--- src/rtl/vec_dot_arbiter_pkg.sv ---
// Shared types and helpers for the vec_dot arbiter: operand widths, the tag carried
// beside the datapath, and the round-robin pick used by the grant stage.
package vec_arb_pkg;

    localparam int FLOAT_W = 32;
    localparam int VEC_W   = 96;

    typedef struct packed {
        logic       valid;
        logic [2:0] id;
    } arb_tag_t;

    // First set bit of mask at or after ptr, wrapping at 8. Unused high mask bits must be 0.
    function automatic logic [2:0] rr_pick(input logic [7:0] mask, input logic [2:0] ptr);
        logic [2:0] pick;
        logic [2:0] idx;
        pick = ptr;
        for (int k = 7; k >= 0; k--) begin
            idx = ptr + 3'(k);
            if (mask[idx]) pick = idx;
        end
        return pick;
    endfunction

endpackage

--- src/rtl/vec_dot_arbiter_tag_pipe.sv ---
// Fixed-depth shift register carrying the requester tag in lockstep with the vec_dot pipe.
// Clear drops every valid bit so no stale tag can claim a later result.
module arb_tag_pipe
    import vec_arb_pkg::*;
#(
    parameter int DEPTH = 24
) (
    input  logic     i_clk,
    input  logic     i_clr,
    input  arb_tag_t i_tag,
    output arb_tag_t o_tag
);

    arb_tag_t r_stage [DEPTH];

    always_ff @(posedge i_clk) begin
        if (i_clr) begin
            for (int k = 0; k < DEPTH; k++) r_stage[k].valid <= 1'b0;
        end else begin
            r_stage[0] <= i_tag;
            for (int k = 1; k < DEPTH; k++) r_stage[k] <= r_stage[k-1];
        end
    end

    assign o_tag = r_stage[DEPTH-1];

endmodule

--- src/rtl/vec_dot_arbiter.sv ---
// Round-robin arbiter sharing one pipelined vec_dot among NUM_REQ requesters with per-requester
// credits and tag-steered returns. Define VEC_DOT_ARB_STATS_EN to add grant/stall counters.
module vec_dot_arbiter
    import vec_arb_pkg::*;
#(
    parameter int NUM_REQ      = 4,
    parameter int DOT_LATENCY  = 24,
    parameter int MAX_INFLIGHT = 8
) (
    input  logic                     clk_in,
    input  logic                     rst_in,
    input  logic [NUM_REQ-1:0]       req_valid,
    output logic [NUM_REQ-1:0]       req_ready,
    input  logic [NUM_REQ*VEC_W-1:0] req_v1,
    input  logic [NUM_REQ*VEC_W-1:0] req_v2,
    output logic [FLOAT_W-1:0]       dot_v1_x,
    output logic [FLOAT_W-1:0]       dot_v1_y,
    output logic [FLOAT_W-1:0]       dot_v1_z,
    output logic [FLOAT_W-1:0]       dot_v2_x,
    output logic [FLOAT_W-1:0]       dot_v2_y,
    output logic [FLOAT_W-1:0]       dot_v2_z,
    output logic                     dot_valid,
    input  logic [FLOAT_W-1:0]       dot_res_data,
    input  logic                     dot_res_valid,
    output logic [FLOAT_W-1:0]       res_data,
    output logic [NUM_REQ-1:0]       res_valid,
    output logic                     err_sticky
`ifdef VEC_DOT_ARB_STATS_EN
    ,
    output logic [NUM_REQ*32-1:0]    stat_grants,
    output logic [31:0]              stat_stall_cycles
`endif
);

    localparam int IDW = $clog2(NUM_REQ);
    localparam int CW  = $clog2(MAX_INFLIGHT + 1);

    logic [CW-1:0]      r_inflight [NUM_REQ];
    logic [IDW-1:0]     r_ptr;
    logic [NUM_REQ-1:0] w_elig_p0;
    logic [7:0]         w_mask_p0;
    logic               w_gnt_vld_p0;
    logic [IDW-1:0]     w_gnt_idx_p0;
    logic [VEC_W-1:0]   w_sel_v1_p0;
    logic [VEC_W-1:0]   w_sel_v2_p0;

    // ---- p0: eligibility, round-robin grant, operand select ----
    always_comb begin
        w_elig_p0   = '0;
        w_mask_p0   = '0;
        req_ready   = '0;
        w_sel_v1_p0 = req_v1[VEC_W-1:0];
        w_sel_v2_p0 = req_v2[VEC_W-1:0];
        for (int i = 0; i < NUM_REQ; i++) begin
            w_elig_p0[i] = req_valid[i] && (r_inflight[i] < CW'(MAX_INFLIGHT));
            w_mask_p0[i] = w_elig_p0[i];
        end
        w_gnt_vld_p0 = |w_elig_p0;
        w_gnt_idx_p0 = IDW'(rr_pick(w_mask_p0, 3'(r_ptr)));
        for (int i = 0; i < NUM_REQ; i++) begin
            req_ready[i] = w_gnt_vld_p0 && (w_gnt_idx_p0 == IDW'(i));
            if (w_gnt_idx_p0 == IDW'(i)) begin
                w_sel_v1_p0 = req_v1[i*VEC_W +: VEC_W];
                w_sel_v2_p0 = req_v2[i*VEC_W +: VEC_W];
            end
        end
    end

    always_ff @(posedge clk_in) begin
        if (!rst_in)
            r_ptr <= '0;
        else if (w_gnt_vld_p0)
            r_ptr <= (w_gnt_idx_p0 == IDW'(NUM_REQ - 1)) ? '0 : w_gnt_idx_p0 + IDW'(1);
    end

    // ---- p1: registered issue into vec_dot ----
    logic               r_dot_vld_p1;
    logic [IDW-1:0]     r_dot_id_p1;
    logic [VEC_W-1:0]   r_v1_p1;
    logic [VEC_W-1:0]   r_v2_p1;

    always_ff @(posedge clk_in) begin
        if (!rst_in) begin
            r_dot_vld_p1 <= 1'b0;
            r_dot_id_p1  <= '0;
            r_v1_p1      <= '0;
            r_v2_p1      <= '0;
        end else begin
            r_dot_vld_p1 <= w_gnt_vld_p0;
            if (w_gnt_vld_p0) begin
                r_dot_id_p1 <= w_gnt_idx_p0;
                r_v1_p1     <= w_sel_v1_p0;
                r_v2_p1     <= w_sel_v2_p0;
            end
        end
    end

    assign dot_valid = r_dot_vld_p1;
    assign dot_v1_x  = r_v1_p1[2*FLOAT_W +: FLOAT_W];
    assign dot_v1_y  = r_v1_p1[FLOAT_W +: FLOAT_W];
    assign dot_v1_z  = r_v1_p1[0 +: FLOAT_W];
    assign dot_v2_x  = r_v2_p1[2*FLOAT_W +: FLOAT_W];
    assign dot_v2_y  = r_v2_p1[FLOAT_W +: FLOAT_W];
    assign dot_v2_z  = r_v2_p1[0 +: FLOAT_W];

    arb_tag_t w_tag_in;
    arb_tag_t w_tag_tail;
    logic     w_clr;

    always_comb begin
        w_tag_in.valid = r_dot_vld_p1;
        w_tag_in.id    = 3'(r_dot_id_p1);
    end
    assign w_clr = !rst_in;

    arb_tag_pipe #(
        .DEPTH (DOT_LATENCY)
    ) u_tag_pipe (
        .i_clk (clk_in),
        .i_clr (w_clr),
        .i_tag (w_tag_in),
        .o_tag (w_tag_tail)
    );

    // ---- p2: result steering, credit return, misalignment flag ----
    logic [NUM_REQ-1:0] w_ret_oh;
    logic [NUM_REQ-1:0] r_res_vld_p2;
    logic [FLOAT_W-1:0] r_res_data_p2;
    logic               r_err;

    always_comb begin
        w_ret_oh = '0;
        for (int i = 0; i < NUM_REQ; i++)
            w_ret_oh[i] = w_tag_tail.valid && (w_tag_tail.id == 3'(i));
    end

    always_ff @(posedge clk_in) begin
        if (!rst_in) begin
            r_res_vld_p2  <= '0;
            r_res_data_p2 <= '0;
            r_err         <= 1'b0;
        end else begin
            r_res_vld_p2 <= dot_res_valid ? w_ret_oh : '0;
            if (dot_res_valid) r_res_data_p2 <= dot_res_data;
            if (dot_res_valid != w_tag_tail.valid) r_err <= 1'b1;
        end
    end

    // A tag reaching the tail returns its credit whether or not a result came with it.
    always_ff @(posedge clk_in) begin
        for (int i = 0; i < NUM_REQ; i++) begin
            if (!rst_in)
                r_inflight[i] <= '0;
            else if (req_ready[i] && !w_ret_oh[i])
                r_inflight[i] <= r_inflight[i] + CW'(1);
            else if (!req_ready[i] && w_ret_oh[i])
                r_inflight[i] <= r_inflight[i] - CW'(1);
        end
    end

    assign res_valid  = r_res_vld_p2;
    assign res_data   = r_res_data_p2;
    assign err_sticky = r_err;

`ifdef VEC_DOT_ARB_STATS_EN
    logic [31:0] r_stat_grants [NUM_REQ];
    logic [31:0] r_stat_stall;

    always_ff @(posedge clk_in) begin
        if (!rst_in) begin
            for (int i = 0; i < NUM_REQ; i++) r_stat_grants[i] <= '0;
            r_stat_stall <= '0;
        end else begin
            for (int i = 0; i < NUM_REQ; i++)
                if (req_ready[i]) r_stat_grants[i] <= r_stat_grants[i] + 32'd1;
            if ((|req_valid) && !w_gnt_vld_p0) r_stat_stall <= r_stat_stall + 32'd1;
        end
    end

    always_comb begin
        stat_grants = '0;
        for (int i = 0; i < NUM_REQ; i++) stat_grants[i*32 +: 32] = r_stat_grants[i];
    end
    assign stat_stall_cycles = r_stat_stall;
`endif

endmodule

--- config.mk ---
export PLATFORM = sky130hd
export DESIGN_NAME = vec_dot_arbiter
export DESIGN_NICKNAME = d
export VERILOG_FILES = /design/src/rtl/vec_dot_arbiter_pkg.sv /design/src/rtl/vec_dot_arbiter_tag_pipe.sv /design/src/rtl/vec_dot_arbiter.sv
export SDC_FILE = /design/constraint.sdc
export NUM_CORES = 1
export LEC_CHECK = 0
export ABC_AREA = 1
export CAP_MARGIN = 20
export CORE_AREA = 3 3 402 404
export CTS_CLUSTER_SIZE = 20
export DETAILED_ROUTE_END_ITERATION = 6
export DIE_AREA = 0 0 405 407
export DONT_BUFFER_PORTS = 1
export GPL_TIMING_DRIVEN = 0
export SYNTH_ARGS = -nofsm -noshare
export SYNTH_HDL_FRONTEND = slang
export SYNTH_HIERARCHICAL = 1
export SYNTH_SLANG_ARGS = --single-unit
--- constraint.sdc ---
create_clock -name clk_in -period 4.9 [get_ports clk_in]
set_input_delay 0.98 -clock clk_in [delete_from_list [all_inputs] [get_ports clk_in]]
set_output_delay 0.98 -clock clk_in [all_outputs]
set_load 0.05 [all_outputs]
## Word-level counts from Yosys, hierarchy flattened

Memories as Yosys holds them, arrays and structs flattened.
Cells that the tools add are included.

- $add $sub $neg: 16
- Magnitude comparators: 12
- Equality and inequality tests: 7
- Multiplexer cells: 93
- Bitwise gates (word level): 32
- Reductions and logical operators: 32

Operator list:

| kind | number |
|---|---|
| 96-bit 2-to-1 mux | 6 |
| 1-bit 2-to-1 mux | 62 |
| 4-bit 2-to-1 mux | 8 |
| 1-bit bitwise OR | 32 |
| 3-bit by 4-bit < comparator with 1-bit output (second input constant) | 7 |
| 1-bit binary-select mux with 3-bit select | 7 |
| 1-bit logical AND | 20 |
| 2-bit 2-to-1 mux | 9 |
| 4-bit by 1-bit adder with 4-bit output (second input constant) | 4 |
| 4-bit < comparator (second input constant) | 4 |
| 4-bit by 1-bit subtractor with 4-bit output (second input constant) | 4 |
| 2-bit by 3-bit adder with 3-bit output (second input constant) | 4 |
| 1-bit zero test | 8 |
| 2-bit by 2-bit adder with 3-bit output (second input constant) | 2 |
| 3-bit by 2-bit == test with 1-bit output (second input constant) | 2 |
| 2-bit == test (second input constant) | 2 |
| 2-bit by 4-bit < comparator with 1-bit output (second input constant) | 1 |
| 4-bit OR reduction | 1 |
| 2-bit by 1-bit adder with 3-bit output (second input constant) | 1 |
| 3-bit by 1-bit == test with 1-bit output (second input constant) | 1 |
| 3-bit zero test | 1 |
| 2-bit by 1-bit adder with 2-bit output (second input constant) | 1 |
| 1-bit binary-select mux with 2-bit select | 1 |
| 2-bit by 1-bit == test with 1-bit output (second input constant) | 1 |
| 3 further kinds | 3 |

- Flip-flop bits (word level): 234
- RAM bits: 112
- Logic and storage cells: 202
- Memories kept: 2

Memories:

| name | words | width | rd ports | clocked after Yosys merged registers in | wr ports | RTL line | text |
|---|---|---|---|---|---|---|---|
| u_tag_pipe.r_stage | 24 | 4 | 24 | 0 | 24 | vec_dot_arbiter_tag_pipe.sv:14 | `arb_tag_t r_stage [DEPTH];` |
| r_inflight | 4 | 4 | 4 | 0 | 4 | vec_dot_arbiter.sv:38 | `logic [CW-1:0] r_inflight [NUM_REQ];` |

## Depth between registers and ports, before layout

Gate-level depths: netlist of run 1.
An unclocked memory read counts as a cell.

- Depth after elaboration: 22
- Gate-level depth with buffers: 26
- Depth with buffers taken out: 23

## Hierarchy

Netlist of run 1, hierarchy kept.

By module, submodules not included:

| module | instances | cells an instance | area an instance (µm²) | seq. area each (µm²) |
|---|---|---|---|---|
| vec_dot_arbiter | 1 | 2080 | 14373.8 | 5165.0 |
| arb_tag_pipe | 1 | 152 | 2892.8 | 2642.5 |

## Least setup slack after synthesis of run 1

OpenSTA, ideal clock, no wires.

- Path kind: input -> register
- From: in req_valid[0]
- To: mem r_inflight[2][3] (netlist bit), data pin
- Setup time: 0.127 ns
- Arrival: 3.963 ns
- Data required time: 4.773 ns
- Setup slack: 0.810 ns
- Stages on the path: 24
- Path buffers: 2
- Path through: nand3_1 -> nand2_1 -> nand2_1 -> nand2_1 -> nand2_1 -> nand2_1 -> nand3_1 -> nand2_1 -> nand2_1 -> inv_1 -> ha_1 -> clkbuf_1 -> inv_1 -> buf_2 -> nor2_2 -> nor2_1 -> nand2_1 -> inv_1 -> ha_1 -> a21oi_1 -> nand2_1 -> xor2_1 -> mux2_2 -> inv_1

RTL lines:

| item | RTL line | text |
|---|---|---|
| start: declaration | vec_dot_arbiter.sv:12 | `input logic [NUM_REQ-1:0] req_valid,` |
| end: declaration | vec_dot_arbiter.sv:38 |  |

## Worst setup path after layout of run 1

- From: reg r_ptr[1]
- To: reg r_v2_p1[5]

- Cells in the longest elaborated chain, start to end: 15
- Elaborated cells between the ends (all ways): 37
- Classes of those cells: add/sub (7); eq/ne (3); mux (27)

Ends and longest elaborated chain:

| item | RTL line | text |
|---|---|---|
| start: declaration | vec_dot_arbiter.sv:39 | `logic [IDW-1:0] r_ptr;` |
| start signal: assignment | vec_dot_arbiter.sv:73 | `r_ptr <= (w_gnt_idx_p0 == IDW'(NUM_REQ - 1)) ? '0 : w_gnt_idx_p0 + IDW'(1);` |
| 2-bit by 3-bit adder with 3-bit output | vec_dot_arbiter_pkg.sv:19 | `idx = ptr + 3'(k);` |
| 1-bit binary-select mux with 3-bit select | vec_dot_arbiter_pkg.sv:20 | `if (mask[idx]) pick = idx;` |
| 1-bit 2-to-1 mux (implied by the code) | vec_dot_arbiter_pkg.sv:20 |  |
| 2-bit 2-to-1 mux (7 in a row) | vec_dot_arbiter_pkg.sv:20 |  |
| 2-bit 2-to-1 mux (*) | vec_dot_arbiter_pkg.sv:20 |  |
| net w_gnt_idx_p0[0] | vec_dot_arbiter.sv:43 | `logic [IDW-1:0] w_gnt_idx_p0;` |
| 2-bit by 1-bit == test with 1-bit output | vec_dot_arbiter.sv:62 | `if (w_gnt_idx_p0 == IDW'(i)) begin` |
| 96-bit 2-to-1 mux (2 in a row) | vec_dot_arbiter.sv:62 |  |
| 96-bit 2-to-1 mux (*) | vec_dot_arbiter.sv:62 |  |
| end signal: assignment | vec_dot_arbiter.sv:93 | `r_v2_p1 <= w_sel_v2_p0;` |
| end: declaration | vec_dot_arbiter.sv:80 | `logic [VEC_W-1:0] r_v2_p1;` |

Mark *: on every way through the listed nets, which the timed path passes. The rest lies on a longest branch. The select of a mux whose other input is x is not followed.
A chain may end at the register's enable or synchronous reset.

==> metrics.md, run 1 <==
| Metric | Value |
|---|---|
| Worst Max-Slew Pin Slew | `1.22 ns` |
| RSZ-0062 raised after global routing | `false` |
| Longest Clk Path Bufs | `3` |
| WL final | `166 mm` |
| Htree depth | `2` |
| Min Clock Period, post-route | `4.61 ns` |
| CP max FO | `12` |
| CTS root buf | `clkbuf_16` |
| CP endpoint kind | `flop` |
| Syn-to-layout area delta | `26.3%` |
| CTS tree | `done` |
| Launching point of the worst reg2reg path | `r_ptr[1]` |
| Die Wd | `405 um` |
| Post-Syn Area per Cell | `7.74 sq um` |
| Fmax | `217 MHz` |
| Slew Viols, Final | `0` |
| Wirelength per Cell | `37.3 um` |
| Hold path depth | `2` |
| Syn Nets | `3,054` |
| Setup Buffers After CTS | `0` |
| Fill cells | `18,300` |
| Die height | `407 um` |
| Pin count of the biggest net entering global routing | `48` |
| Layout Nets | `3,111` |
| CP Data Required Time | `5.45 ns` |
| DR vias/cell | `4.32` |
| Clk pin slew, worst setup/hold paths | `0.06 ns` |
| Tcrit/Tclk final | `94.1%` |
| PortBufs | `0` |
| Min-Delay Startpoint | `u_tag_pipe/r_stage[0][39]` |
| Final hold violations | `0` |
| Number of global-route vias before repair | `17,600` |
| Cell row count | `146` |
| Final Skew | `0.0517 ns` |
| Highest-count cells in the layout ignoring fill and taps | `nand2_1, a21oi_1, dfxtp_1` |
| Core area | `0.158 sq mm` |
| Synthesized flop and latch total | `346` |
| Final setup viols | `0` |
| DP Cell Count | `4,312` |
| Hold Crit Class | `flop to flop` |
| Gr usage total | `18.9%` |
| RR Endpoint | `r_v2_p1[5]` |
| Initial Util | `10.9%` |
| I/O Pins | `1,041` |
| Clock Latency Late Sink | `0.64 ns` |
| Netlist cell types | `38` |
| Layout Cells excl Fill | `4,446` |
| Routed via count | `19,200` |
| RD Place Congestion | `0.992` |
| DRT Pass-1 Iters | `6` |
| Number of synthesized flops with an enable pin | `88` |
| Hold_buf cts | `0` |
| Cells after Synth | `2,232` |
| DRC errors left | `0` |
| Max-cap viol count | `0` |
| Cells on worst reg2reg path | `17` |
| Synthesis Warnings | `6` |
| Reg-to-reg slack, setup | `0.29 ns` |
| Total congestion overflow | `0` |
| Worst hold path endpoint | `u_tag_pipe/r_stage[0][43]` |
| Rel. slew slack | `18.5%` |
| First-pass GRT wire length | `200 mm` |
| Die area | `0.165 sq mm` |
| Layout cells sized above 1 | `9.65%` |
| Arrival time worst endpoint | `5.16 ns` |
| Netlist Area Pre-Place | `0.0173 sq mm` |
| Startpoint Class | `flop` |
| Top FF cell, synth | `dfxtp_1` |
| Placed wire-length estimate | `141 mm` |
| Status | `complete, no violations` |
| Initial drt markers | `2,379` |
| Seq/Total Area, Yosys | `45.2%` |
| Clock sink total | `346` |
| Detail Route Antenna Nets | `0` |
| Synth async-reset ratio | `0%` |
| Initial antenna violation count | `120` |
| WS Path Type | `flop to flop` |
| Clock buffer count from CTS | `47` |
| Commonest non-fill, non-tap cell in the layout | `nand2_1` |
==> cells in the mapped netlist, types with 14 or more instances <==
library cell	n	area, sq um
nand2_1	435	1630
a21oi_1	286	1430
dfxtp_1	258	5160
nand3_1	193	966
o21ai_0	168	841
nor2_1	165	619
o211ai_1	145	1090
clkbuf_1	110	413
edfxtp_1	88	2640
buf_2	66	330
inv_1	61	229
a31oi_1	35	219
o2111ai_1	35	307
o21ai_1	29	145
a311oi_1	24	210
or2_2	24	150
buf_4	14	105
ha_1	14	175
==> how the worst max path moves through the flow <==
stage                  from               end  slack (ns)
2_1_floorplan  req_valid[0]  r_inflight[2][3]        0.81
6_report           r_ptr[1]        r_v2_p1[5]        0.29
3_5_place_dp   req_valid[0]  r_inflight[2][3]       -0.63
5_1_grt            r_ptr[0]        r_v2_p1[9]        0.02
3_3_place_gp   req_valid[2]  r_inflight[2][3]       -0.56
4_1_cts            r_ptr[1]      req_ready[1]       0.007
==> stage by stage <==
step / TNS [ns] / instance area [sq um] / worst slack, ns / utilization (%) / hold WS, ns
6_report: 0 / 21800 / 0.291 / 13.8 / 0.389
5_1_grt: 0 / 21700 / 0.0165 / 13.7 / 0.402
4_1_cts: 0 / 21600 / 0.00747 / 13.7 / 0.394
3_5_place_dp: -2.47 / 20000 / -0.634 / 12.6 / 0.395
3_3_place_gp: -23.46 / 19900 / -0.558 / 12.6 / 0.401
2_1_floorplan: 0 / 17300 / 0.810 / - / 0.388
==> per-layer routing <==
layer / vias to the layer above / wire (um) / global-route usage (%)
li1: 8069 / - / -
met1: 9408 / 59000 / 20.5
met2: 1386 / 79400 / 31.9
met3: 292 / 20300 / 8.95
met4: 42 / 6700 / 7.22
met5: - / 287 / 0
==> worst max-delay path, stage by stage, from the launching register on <==
cell      delay (ns)
dfxtp_1         0.40
inv_1           0.14
ha_1            0.35
inv_1           0.15
nand3_1         0.11
nand3_1         0.10
nand2_1         0.07
nand3_1         0.08
nand2_1         0.05
nand2_1         0.19
ha_2            0.34
buf_2           0.72
buf_2           0.68
buf_2           0.41
nand2_1         0.09
nand3_1         0.31
o211ai_1        0.15
a21oi_1         0.16
==> area by class of cell <==
cell class | count | area (sq um) | area share [%]
Multi-Input combinational cell | 1605 | 8220 | 37.7
Sequential cell | 346 | 7810 | 35.8
Tap cell | 2072 | 2590 | 11.9
Clock buffer | 64 | 1400 | 6.40
Buffer | 210 | 1010 | 4.63
Inverter | 70 | 265 | 1.22
Clock inverter | 18 | 228 | 1.04
Timing Repair Buffer | 9 | 158 | 0.723
Antenna cell | 52 | 130 | 0.597
==> cell families (layout without fill, tap and decap cells) <==
kind of cell,count (synthesis),after routing,share of synthesized area (%)
and+or+nand+nor,833,833,20.2
adders and majority gates,15,15,1.13
buffers and inverters,281,371,7.30
xor gates and xnor gates,15,15,0.761
AOI/OAI and AO/OA,740,740,25.3
other,1,53,0.0217
DFF,346,346,45.2
muxes,1,1,0.0652
==> flip-flops by register name, summed over array words and instances (netlist names) <==
| register | flops |
|---|---|
| err_sticky | 1 |
| r_dot_id_p1 | 2 |
| r_ptr | 2 |
| dot_valid | 1 |
| r_v1_p1 | 96 |
| r_inflight | 16 |
| res_data | 32 |
| u_tag_pipe/r_stage | 96 |
| r_v2_p1 | 96 |
| res_valid | 4 |
==> timing repair <==
item | in CTS | in global routing
gates resized for setup | 4 | 8
pin swaps | 1 | 1
endpoints found under the setup margin | 5 | 8
Power of run 1 is left out: the tool's default activity adds up to more than one toggle a clock period on the data nets, which glitch-free logic cannot reach.
==> inputs of run 2 (changes only) <==
- ABC_AREA: 1 -> unset
- CORE_AREA: 3 3 402 404 -> 3 3 406 408
- DIE_AREA: 0 0 405 407 -> 0 0 409 411
==> run 2 against run 1 <==
Compared with the run above: clock skew shrank 0.0036 ns; core utilization up 0.42 points; flip-flop and latch count did not move; synthesized area increased by 5.1%; via count decreased by 11%; die area grew 2.0%; sequential share of layout area down 1.9 points.
==> metrics.md, run 2 <==
| Metric | Value |
|---|---|
| Status | `complete, no violations` |
| Highest-count cells in the layout ignoring fill and taps | `mux2i_1, dfxtp_1, nor2_1` |
| Total congestion overflow | `0` |
| Routed via count | `17,100` |
| RSZ-0062 raised after global routing | `true` |
| Die height | `411 um` |
| Cell row count | `148` |
| Most numerous cell in the Yosys netlist | `mux2i_1` |
| Fin area | `0.0230 sq mm` |
| Placement Cell Area | `0.0210 sq mm` |
| Placed wire-length estimate | `129 mm` |
| Fmax | `209 MHz` |
| Number of synthesized flops with an enable pin | `88` |
| Max VDD drop | `0.000588 V` |
| Htree depth | `2` |
| CP max FO | `16` |
| Gr usage total | `16.8%` |
| Fill cells | `18,400` |
| CTS root buf | `clkbuf_16` |
| RR Endpoint | `r_inflight[2][3]` |
| DR vias/cell | `3.99` |
| Cell taking the most area after synthesis | `dfxtp_1` |
| Seq/Total Area, Yosys | `43.0%` |
| Hold path depth | `0` |
| Worst hold path endpoint | `u_tag_pipe/r_stage[0][81]` |
| Wirelength per Cell | `34.8 um` |
| Longest Clk Path Bufs | `3` |
| Area share of the largest cell type after synthesis | `28.5%` |
| Detail Route Antenna Nets | `0` |
| Synthesized flop and latch total | `346` |
| Clock sink total | `346` |
| Reg-to-reg slack, setup | `0.10 ns` |
| Die area | `0.168 sq mm` |
| PortBufs | `0` |
| Die Wd | `409 um` |
| Area contributors post-synth | `dfxtp_1, mux2i_1, edfxtp_1` |
| Pwr per Cell Area | `1080 mW/mm^2` |
| WS Path Type | `flop to flop` |
| Synth top cells by count | `mux2i_1, dfxtp_1, nor2_1, nand2_1, o21ai_0` |
| Initial drt markers | `1,596` |
| Synth async-reset ratio | `0%` |
| Layout Cells excl Fill | `4,278` |
| Cells on worst reg2reg path | `19` |
| Number of global-route vias before repair | `15,700` |
| Final hold violations | `0` |
| Synthesis Warnings | `6` |
| Cells after Synth | `1,933` |
| Hold Crit Class | `flop to flop` |
| Netlist cell types | `53` |
| Rel. slew slack | `11.6%` |
| Post-Syn Area per Cell | `9.38 sq um` |
| Tcrit/Tclk final | `97.9%` |
| I/O Pins | `1,041` |
| Leakage | `7.86 nW` |
| Top Registers | `r_v1_p1 x96, r_v2_p1 x96, u_tag_pipe/r_stage x96` |
| Top FF cell, synth | `dfxtp_1` |
| Launching point of the worst reg2reg path | `r_ptr[0]` |
| Storage element area | `0.00781 sq mm` |
| DRT Pass-1 Iters | `6` |
| DP Cell Count | `4,119` |
| Initial Util | `11.2%` |
| Layout Nets | `2,824` |
| DRC errors left | `0` |
| Final Skew | `0.0481 ns` |
| CP endpoint kind | `flop` |
| Min Clock Period, post-route | `4.80 ns` |
| Clock Latency Late Sink | `0.67 ns` |
| Core area | `0.162 sq mm` |
| Arrival time worst endpoint | `5.30 ns` |
| Clock buffer count from CTS | `47` |
| Pin count of the biggest net entering global routing | `42` |
| Finished Core Util | `14.2%` |
| Commonest non-fill, non-tap cell in the layout | `mux2i_1` |
| Min-Delay Startpoint | `u_tag_pipe/r_stage[0][77]` |
| Worst Max-Slew Pin Slew | `1.31 ns` |
| Startpoint Class | `flop` |
| Max-cap viol count | `0` |
| CP Data Required Time | `5.41 ns` |
| Initial antenna violation count | `150` |
| Syn-to-layout area delta | `26.9%` |
| Total power | `0.0249 W` |
| Multi-input gate area | `0.00950 sq mm` |
| Final setup viols | `0` |
| WL final | `149 mm` |
| CTS tree | `done` |
| RD Place Congestion | `0.992` |
| Clk pin slew, worst setup/hold paths | `0.06 ns` |
| Netlist Area Pre-Place | `0.0181 sq mm` |
| First-pass GRT wire length | `182 mm` |
| Layout cells sized above 1 | `10.6%` |
| Slew Viols, Final | `0` |
| Syn Nets | `2,755` |
==> run 2: worst max path at each step <==
| stage | slack, ns | end | cells after the start | start |
|---|---|---|---|---|
| 2_1_floorplan | 0.23 | r_inflight[2][3] | 18 | req_valid[3] |
| 3_3_place_gp | -1.03 | r_inflight[2][3] | 18 | req_valid[3] |
| 3_5_place_dp | -1.10 | r_inflight[2][3] | 18 | req_valid[3] |
| 4_1_cts | -0.007 | req_ready[1] | 12 | r_ptr[0] |
| 5_1_grt | -0.05 | r_inflight[2][3] | 19 | r_ptr[0] |
| 6_report | 0.10 | r_inflight[2][3] | 19 | r_ptr[0] |
==> run 2: logic make-up after synthesis <==
family	after synthesis	share of synthesized area (%)
compound gates	438	15.5
xor+xnor	9	0.435
fa+ha+maj	15	1.08
buf+inv	188	4.79
flops	346	43.0
mux	419	23.2
other cells	1	0.0207
simple gates	517	11.9
==> run 2: per-stage QoR <==
stage	hold WS (ns)	setup WS, ns	TNS, ns
after detailed placement	0.405	-1.10	-54.92
after floorplan	0.400	0.229	0
after CTS	0.356	-0.00731	-0.00731
final	0.374	0.104	0
after global routing	0.391	-0.0536	-0.0793
after global placement	0.401	-1.03	-81.64
==> run 2: per-layer routing <==
layer	GRT usage, %	routed length [um]
met5	0	471
met4	9.20	7640
met3	9.70	19700
met2	26.0	67500
met1	17.9	53600
==> run 2: report_power, final <==
part | switching (W) | internal (W)
sequential | 0.00323 | 0.00381
combinational | 0.00921 | 0.00500
clock | 0.00156 | 0.00209
total | 0.0140 | 0.0109
==> run 2: cell type report <==
cell class / count / share of cell area (%)
Multi-Input combinational cell: 1399 / 41.3
Sequential cell: 346 / 33.9
Tap cell: 2175 / 11.8
Clock buffer: 68 / 5.99
Buffer: 168 / 3.76
Timing Repair Buffer: 23 / 1.12
Clock inverter: 19 / 1.10
Antenna cell: 63 / 0.685
Inverter: 17 / 0.310
==> run 2: timing repair <==
item                                    in CTS  in global routing
gates resized for setup                     37                  5
hold buffers                                 0                  0
endpoints found under the setup margin     186                  3
pin swaps                                    2                  2
cloned                                       0                  0
hold endpoints to repair                     0                  0
setup buffers                                2                  9
==> run 2: critical path: stages (launching register included) <==
cell,delay (ns)
dfxtp_4,0.37
buf_8,0.12
clkinvlp_4,0.10
ha_4,0.30
mux4_2,0.35
o311ai_4,0.33
and2_4,0.21
xnor2_1,0.09
ha_2,0.21
buf_12,0.18
o41ai_4,0.11
clkinvlp_4,0.48
or3_4,0.51
inv_1,0.10
ha_1,0.23
a21o_1,0.17
a21oi_1,0.16
xor2_1,0.11
or3_1,0.35
a21oi_2,0.13
Note: power is estimated with default switching activity, not from simulation.
==> inputs of run 3 (changes only) <==
- CTS_CLUSTER_DIAMETER: unset -> 40
- SLEW_MARGIN: unset -> 20
==> run 3 against run 2 <==
Compared with the run above: clock power is 55% higher; sequential share of layout area is 1.6 points lower; sequential power hardly changed; global-route usage is 0.10 points higher; non-clock buffer count is 5 lower; wire length is 0.65% higher; setup slack worse by 0.058 ns; clock skew is 0.0056 ns lower; total power is 8.0% higher; critical path depth is 3 lower; core utilization is 0.69 points higher; hold slack better by 0.041 ns; critical path type unchanged; critical endpoint is now r_v1_p1[49]; largest power group unchanged.
==> metrics.md, run 3 (synthesis gave the netlist of run 2 again) <==
| Metric | Value |
|---|---|
| Hold path depth | `0` |
| Rel. slew slack | `22.9%` |
| Crit-path max cell delay | `0.67 ns` |
| CP top delay family | `buffers and inverters` |
| CP max FO | `10` |
| Hold Crit Class | `flop to flop` |
| Commonest non-fill, non-tap cell in the layout | `mux2i_1` |
| Min-Delay Startpoint | `u_tag_pipe/r_stage[0][22]` |
| RD Place Congestion | `0.992` |
| Fmax | `206 MHz` |
| Initial antenna violation count | `137` |
| Finished Core Util | `14.9%` |
| Final Skew | `0.0425 ns` |
| Launching point of the worst reg2reg path | `r_ptr[0]` |
| Max VDD drop | `0.000537 V` |
| Arrival time worst endpoint | `5.43 ns` |
| Reg-to-reg slack, setup | `0.05 ns` |
| Wirelength per Cell | `34.7 um` |
| Pwr per Cell Area | `1110 mW/mm^2` |
| First-pass GRT wire length | `182 mm` |
| Tcrit/Tclk final | `99.1%` |
| Die Wd | `409 um` |
| Total congestion overflow | `0` |
| Layout cells sized above 1 | `13.4%` |
| CP max-delay cell | `o21ai_0` |
| Core area | `0.162 sq mm` |
| Clock Latency Late Sink | `0.68 ns` |
| PortBufs | `0` |
| Startpoint Class | `flop` |
| Placed wire-length estimate | `129 mm` |
| Max-cap viol count | `0` |
| Min Clock Period, post-route | `4.85 ns` |
| Cells on worst reg2reg path | `16` |
| WL final | `150 mm` |
| Final hold violations | `0` |
| Initial drt markers | `1,654` |
| DRC errors left | `0` |
| Detail Route Antenna Nets | `0` |
| Clock buffer count from CTS | `76` |
| DR vias/cell | `4.05` |
| Placement Cell Area | `0.0209 sq mm` |
| Longest Clk Path Bufs | `3` |
| Clk pin slew, worst setup/hold paths | `0.05 ns` |
| Die height | `411 um` |
| CP endpoint kind | `flop` |
| Layout Nets | `2,848` |
| Worst Max-Slew Pin Slew | `1.14 ns` |
| Worst hold path endpoint | `u_tag_pipe/r_stage[0][26]` |
| Status | `complete, no violations` |
| RR Endpoint | `r_v1_p1[49]` |
| Syn-to-layout area delta | `33.0%` |
| Die area | `0.168 sq mm` |
| Number of global-route vias before repair | `15,900` |
| RSZ-0062 raised after global routing | `true` |
| Clock sink total | `346` |
| Hold_buf cts | `0` |
| Routed via count | `17,500` |
| Initial Util | `11.2%` |
| WS Path Type | `flop to flop` |
| CTS tree | `done` |
| Htree depth | `3` |
| Crit-path cells | `buf_8, clkinvlp_4, ha_4, mux4_2, o311ai_4, and2_4, buf_4, xnor2_1, ha_2, buf_12, buf_2, buf_2, mux2i_1, o21ai_0, mux2i_1, a211oi_1` |
| CTS root buf | `clkbuf_16` |
| Top Registers | `r_v1_p1 x96, r_v2_p1 x96, u_tag_pipe/r_stage x96` |
| WP buf/inv | `6` |
| Gr usage total | `16.9%` |
| I/O Pins | `1,041` |
| Leakage | `8.43 nW` |
| CP Data Required Time | `5.47 ns` |
| Slew Viols, Final | `0` |
| Highest-count cells in the layout ignoring fill and taps | `mux2i_1, dfxtp_1, nor2_1` |
| Final setup viols | `0` |
| Cell row count | `148` |
| DRT Pass-1 Iters | `5` |
| Fin area | `0.0241 sq mm` |
| Pin count of the biggest net entering global routing | `66` |
## run 3: changes by cell type in the layout (fill, tap and decap cells not counted), moves of 4 or more
cell and delta:
clkbuf_16 +28, bufinv_16 +11, clkbuf_1 -11, buf_8 -8
clkbuf_2 +8, diode_2 -8, clkinv_2 +6, inv_6 +4
## run 3: final cells by class
cell class | count | area [sq um]
Fill cell | 18400 | 138000
Antenna cell | 55 | 138
Tap cell | 2175 | 2720
Buffer | 170 | 915
Clock buffer | 95 | 2090
Sequential cell | 346 | 7810
Inverter | 17 | 73.8
Multi-Input combinational cell | 1399 | 9510
Clock inverter | 45 | 713
Timing Repair Buffer | 16 | 153
## run 3: how the worst max path moves through the flow
| stage | to | start | cells after the start | slack, ns |
|---|---|---|---|---|
| after floorplan | r_inflight[2][3] | req_valid[3] | 18 | 0.23 |
| after global placement | r_inflight[2][3] | req_valid[3] | 18 | -1.03 |
| after detailed placement | r_inflight[2][3] | req_valid[3] | 18 | -1.08 |
| after CTS | req_ready[3] | r_ptr[0] | 11 | 0.005 |
| after global routing | r_inflight[2][3] | r_ptr[0] | 20 | -0.04 |
| final | r_v1_p1[49] | r_ptr[0] | 16 | 0.05 |
## run 3: routing by layer
layer,vias to the layer above,routed length [um],global-route usage (%)
met5,-,400,0
met3,394,19900,9.39
met4,62,8350,9.81
met1,8465,53800,18.1
met2,1306,67400,26.1
li1,7241,-,-
## run 3: where the power goes
part           switching [W]  internal, W  leakage (nW)  total [W]
Clock                0.00192      0.00375          1.36    0.00567
Sequential           0.00324      0.00381          3.02    0.00705
Combinational        0.00923      0.00495          4.05     0.0142
## run 3: through the flow
stage	TNS, ns	worst slack, ns	cells	total power [W]	hold WS [ns]
after floorplan	0	0.229	1933	0.0152	0.400
after global placement	-81.64	-1.03	4108	0.0206	0.401
after detailed placement	-50.94	-1.08	4110	0.0208	0.405
after CTS	0	0.00547	4253	0.0269	0.370
after global routing	-0.0548	-0.0382	4294	0.0282	0.408
final	0	0.0461	4318	0.0269	0.416
## run 3: what timing repair did
action | 4_1_cts | 5_1_grt
gates resized for setup | 33 | 13
pin swaps | 1 | 6
setup endpoints to repair | 186 | 7
buffers inserted | 4 | 10
